--- src/rtl/uart_autobaud.sv ---
// uart_autobaud: measures a 0x55 sync character on RX and generates the 16x oversampling tick
//   clk       system clock
//   reset     synchronous active-high reset
//   iStart    single-cycle measurement request, ignored while oBusy
//   iRx       raw asynchronous RX line, idle high
//   oBusy     measurement in progress
//   oDone     one-cycle pulse on a successful measurement
//   oErr      one-cycle pulse on a failed measurement
//   oDivisor  current oversampling divisor
//   oLocked   at least one measurement has succeeded since reset
//   oTick     one-cycle oversampling tick every oDivisor clocks while locked
//   Optional: define AUTOBAUD_CHECK_EN to reject frames whose edge intervals deviate from the first by more than 25%
module uart_autobaud #(
   parameter int CNT_W = 20,
   parameter int DIV_W = 8
) (
   input  logic             clk,
   input  logic             reset,
   input  logic             iStart,
   input  logic             iRx,
   output logic             oBusy,
   output logic             oDone,
   output logic             oErr,
   output logic [DIV_W-1:0] oDivisor,
   output logic             oLocked,
   output logic             oTick
);
   typedef enum logic [1:0] {IDLE, ARM, MEASURE, CALC} state_t;
   state_t state;
   logic rx_s1, rx_s2, rx_d, fall, interval_bad, d_ok;
   logic [CNT_W-1:0] cnt, cnt_inc, t_meas;
   logic [CNT_W-7:0] d_full;
   logic [1:0] edges;
   logic [DIV_W-1:0] tick_cnt;
   assign fall = rx_d & ~rx_s2;
   assign cnt_inc = cnt + 1'b1;
   // rounding add one bit wider than the counter so it never wraps
   assign d_full = (CNT_W-6)'(({1'b0, t_meas} + (CNT_W+1)'(64)) >> 7);
   assign d_ok = (|d_full) && ~|(d_full >> DIV_W);
`ifdef AUTOBAUD_CHECK_EN
   logic [CNT_W-1:0] i1, last_pos, ik, dev;
   // edge positions are expressed as cnt+1, with the first edge at 0
   assign ik = cnt_inc - last_pos;
   assign dev = ik >= i1 ? ik - i1 : i1 - ik;
   assign interval_bad = edges != 2'd0 && dev > (i1 >> 2);
`else
   assign interval_bad = 1'b0;
`endif
   always_ff @(posedge clk) begin
      if (reset) begin
         state    <= IDLE;
         rx_s1    <= 1'b1;
         rx_s2    <= 1'b1;
         rx_d     <= 1'b1;
         oBusy    <= 1'b0;
         oDone    <= 1'b0;
         oErr     <= 1'b0;
         oDivisor <= '0;
         oLocked  <= 1'b0;
         oTick    <= 1'b0;
         tick_cnt <= '0;
         cnt      <= '0;
         t_meas   <= '0;
         edges    <= '0;
`ifdef AUTOBAUD_CHECK_EN
         i1       <= '0;
         last_pos <= '0;
`endif
      end else begin
         rx_s1 <= iRx;
         rx_s2 <= rx_s1;
         rx_d  <= rx_s2;
         oDone <= 1'b0;
         oErr  <= 1'b0;
         oTick    <= oLocked && tick_cnt == '0;
         tick_cnt <= !oLocked ? tick_cnt : tick_cnt == '0 ? oDivisor - 1'b1 : tick_cnt - 1'b1;
         case (state)
            IDLE: if (iStart) begin
               state <= ARM;
               oBusy <= 1'b1;
            end
            ARM: if (fall) begin
               cnt   <= '0;
               edges <= '0;
               state <= MEASURE;
            end
            MEASURE: begin
               cnt <= cnt_inc;
               if (fall && interval_bad) begin
                  oErr  <= 1'b1;
                  oBusy <= 1'b0;
                  state <= IDLE;
               end else if (fall) begin
                  edges <= edges + 1'b1;
`ifdef AUTOBAUD_CHECK_EN
                  last_pos <= cnt_inc;
                  if (edges == 2'd0) i1 <= cnt_inc;
`endif
                  if (edges == 2'd3) begin
                     t_meas <= cnt_inc;
                     state  <= CALC;
                  end
               end else if (&cnt) begin
                  oErr  <= 1'b1;
                  oBusy <= 1'b0;
                  state <= IDLE;
               end
            end
            CALC: begin
               state <= IDLE;
               oBusy <= 1'b0;
               if (d_ok) begin
                  oDivisor <= DIV_W'(d_full);
                  oLocked  <= 1'b1;
                  oDone    <= 1'b1;
                  // restart the tick phase on the new divisor, suppressing a tick in the load cycle
                  tick_cnt <= DIV_W'(d_full) - 1'b1;
                  oTick    <= 1'b0;
               end else begin
                  oErr <= 1'b1;
               end
            end
            default: state <= IDLE;
         endcase
      end
   end
endmodule

--- config.mk ---
export PLATFORM = sky130hd
export DESIGN_NAME = uart_autobaud
export DESIGN_NICKNAME = d
export VERILOG_FILES = /design/src/rtl/uart_autobaud.sv
export SDC_FILE = /design/constraint.sdc
export NUM_CORES = 1
export LEC_CHECK = 0
export ABC_AREA = 0
export BUFFER_PORTS_ARGS = -buffer_cell sky130_fd_sc_hd__buf_4
export CAP_MARGIN = 30
export CORE_UTILIZATION = 40
export CTS_BUF_LIST = sky130_fd_sc_hd__clkbuf_8
export DETAILED_ROUTE_END_ITERATION = 7
export PLACE_DENSITY_LB_ADDON = 0.12
export SYNTH_ARGS = -nofsm -noshare
export SYNTH_HDL_FRONTEND = slang
export SYNTH_SLANG_ARGS = --single-unit
export TNS_END_PERCENT = 100
--- constraint.sdc ---
create_clock -name clk -period 3.57 [get_ports clk]
set_clock_uncertainty 0.1 [all_clocks]
set_input_delay 0.1785 -clock clk [delete_from_list [all_inputs] [get_ports clk]]
set_output_delay 0.1785 -clock clk [all_outputs]
set_load 0.005 [all_outputs]
==> impl_metrics.csv <==
group,metric,value,unit
timing,whs,0.2246,ns
worst_setup_path,critPathTopFamily,"flip-flops",
clock_tree,clkLatencyLatePin,0.35,ns
pwr,power.density,421.3,nW/um^2
floorplanning,initial_core_util,41.55,%
yosys,syn_nets,448,
pwr,comb_power_share,14.1,%
placement,portBuffers,16,
floorplanning,io_pins,17,
pwr,switchingPower,0.4455,mW
detailed_routing,first_iter_violations,177,
clock_tree,numCtsBuffers,9,
detailed_routing,wl_met2,3.751,mm
cells_and_area,final_common_cell,"dfxtp_1",
timing,final_hold_viol_count,0,
timing,finalSetupViolCount,0,
detailed_routing,dr_wl_met3,239,microns
global_route,first_global_vias,2720,
yosys,yosysWarningCount,0,
detailed_routing,avgRoutedWirePerCell,14.34,microns
yosys,syn-cell-area,3641,sq um
floorplanning,coreArea,8763,sq um
clock_tree,cts_max_level,3,
cells_and_area,final_cells,546,
detailed_routing,dr.max_layer_used,"met4",
worst_setup_path,required,3.75,ns
detailed_routing,wl_met1,3.716,mm
global_route,grt_start_max_net_pins,57,
clock_tree,ctsRootBufferMaster,"clkbuf_8",
timing,period_share,73.92,%
timing,tightest_slew,0.8351,ns
clock_tree,path_clk_slew,0.07,ns
clock_tree,post_cts_resized,0,
placement,dp.cells,529,
cells_and_area,final_area,3984,sq um
global_route,grt-ovfl-total,0,
timing,period_needed,2.639,ns
pwr,p_int,1.233,mW
yosys,postSynth.asyncResetShare,0,%
detailed_routing,drc,0,
floorplanning,dieArea,9488,sq um
yosys,synth_seq_cells,62,
clock_tree,cts_tree,"yes",
detailed_routing,dr_total_vias,2947,
yosys,synthFlopType,"dfxtp_1",
yosys,synth-edff-count,0,
pwr,ir_worst_vdd,0.2146,mV
detailed_routing,drtPass1Iterations,6,
floorplanning,die_h,97.41,microns
pwr,seqPwrFrac,43.2,%
worst_setup_path,path_cells,"and4_4, nand4_1, xnor2_2, o41ai_4, buf_4, mux2_2, nor2_1",
placement,gp_congestion,0.8345,
timing,slew_headroom,44.32,%
placement,hpwl,5.579,mm
worst_setup_path,path_buf_inv,1,
worst_setup_path,critPathCaptureType,"flip-flop",
detailed_routing,ant_nets,0,
timing,clock.fmax,379.0,MHz
pwr,switching_share,26.55,%
floorplanning,die_w,97.41,microns
timing,grt_setup_unrepaired,"no",
floorplanning,num_rows,34,
worst_setup_path,critical_path_class,"flip-flop to flip-flop",
cells_and_area,area_delta_synth_final,9.416,%
run_status,outcome,"complete, no violations",
clock_tree,cts.sinks,62,
cells_and_area,drive_gt1_share,14.61,%
global_route,gr-usage-all-layers,17.42,%
hold_path,hp-class,"primary input to flip-flop",
pwr,p_total,1.678,mW
worst_setup_path,cp.arrival,2.82,ns
yosys,ys_seq_area_share,34.09,%
yosys,avgSynthCellArea,8.409,sq um
cells_and_area,nNetsFinal,448,
detailed_routing,routed_wl,7.827,mm
worst_setup_path,cpMaxStageDelayCell,"dfxtp_1",
yosys,synth_cell_type_count,61,
pwr,power_leakage,1.552,nW
worst_setup_path,reg2reg_slack,0.93,ns
worst_setup_path,cp-start-kind,"flip-flop",
timing,final.setup.tns,0,ns
yosys,netlist_instances,433,
job,drv_cap,0,
cells_and_area,n_antenna_cell,0,
detailed_routing,routed_via_density,5.397,
cells_and_area,fillers,912,
cells_and_area,mostFrequentLayoutCells,"dfxtp_1, nor2_1, a21oi_1, nand2_1, o21ai_0",
placement,place_area,3741,sq um
global_route,antenna_found_initial,0,
pwr,p_clk_share,42.7,%
clock_tree,clockBufferDepth,2,
worst_setup_path,slowest_delay,0.60,ns
global_route,grt_pass1_wl,13.33,mm
timing,final_max_slew_viol_count,0,
worst_setup_path,worstPathMaxFanout,26,
==> flip-flops by register name (all words and copies together) (netlist names) <==
register and count:
cnt 20, edges 2, oBusy 1, oDivisor 8
oDone 1, oErr 1, oLocked 1, oTick 1
rx_d 1, rx_s1 1, rx_s2 1, state 2
t_meas 14, tick_cnt 8
==> worst reg2reg max path, stage by stage, from the launching register on <==
cell and delay (ns):
dfxtp_1 0.60, and4_4 0.35, nand4_1 0.15, xnor2_2 0.22, o41ai_4 0.33, buf_4 0.36
mux2_2 0.38, nor2_1 0.08
==> per-stage QoR <==
| stage | util [%] | worst slack [ns] |
|---|---|---|
| after floorplan | - | 1.279 |
| after global placement | 42.69 | 1.017 |
| after detailed placement | 42.69 | 0.9693 |
| after CTS | 45.46 | 0.9509 |
| after global routing | 45.46 | 0.7194 |
| final | 45.46 | 0.9312 |
==> per-layer routing <==
metal  GRT usage, %  up-vias
li1               -     1543
met1          22.15     1361
met2          28.67       34
met3          3.669        9
met4          7.014        0
met5              0        -
==> power by group through the flow <==
| stage | Sequential, mW | Combinational (mW) | Clock (mW) |
|---|---|---|---|
| after global routing | 0.727 | 0.268 | 0.772 |
| after detailed placement | 0.741 | 0.237 | 0 |
| after floorplan | 0.739 | 0.182 | 0 |
| after global placement | 0.741 | 0.235 | 0 |
| after CTS | 0.725 | 0.239 | 0.740 |
| final | 0.726 | 0.236 | 0.716 |
==> final timing paths <==
check                                             start                  endpoint  cells past startpoint
worst max-delay path            t_meas[10]$_SDFFE_PP0P_    tick_cnt[2]$_SDFF_PP0_                      7
worst min-delay path                              reset  oDivisor[2]$_SDFFE_PP0P_                      2
worst max register to register  t_meas[10]$_SDFFE_PP0P_    tick_cnt[2]$_SDFF_PP0_                      7
worst min register to register         rx_s1$_SDFF_PP1_          rx_s2$_SDFF_PP1_                      1
==> layout make-up <==
cell class	count	area [sq um]	share of cell area [%]
Sequential cell	62	1241	31.16
Clock buffer	11	151.4	3.800
Inverter	15	56.30	1.413
Clock inverter	5	81.33	2.041
Multi-Input combinational cell	326	2173	54.55
Tap cell	108	135.1	3.392
Timing Repair Buffer	19	145.1	3.643
==> synthesized netlist by cell type, types with 5 or more instances <==
library cell	number	area (sq um)
o21ai_0	21	105.1
clkbuf_1	19	71.32
xnor2_1	18	157.7
nor2_1	57	214.0
and2_1	5	31.28
nand2_1	21	78.83
a22oi_1	8	60.06
mux2i_1	10	100.1
a211oi_1	16	120.1
inv_1	15	56.30
a21oi_1	32	160.2
nor3_1	15	75.07
ha_1	11	137.6
a31oi_1	5	31.28
xor2_1	11	96.34
nand3_1	12	60.06
dfxtp_1	62	1241
a21o_1	5	37.54
and3_1	5	31.28
nand4_1	7	43.79
or3_1	5	31.28
==> cells by family (layout without fill, tap and decap cells) <==
family,Yosys count,after routing,share of synthesized area [%]
compound gates,111,111,20.83
xor+xnor,31,31,7.869
simple gates,161,161,23.85
buf+inv,45,50,6.219
flops,62,62,34.09
mux,12,12,3.368
fa+ha+maj,11,11,3.780
==> timing repair <==
action / CTS / global route
setup buffers: 0 / 0
hold buffers: 1 / 0
hold endpoints to repair: 1 / 0
Power figures use the tool's default switching activity.
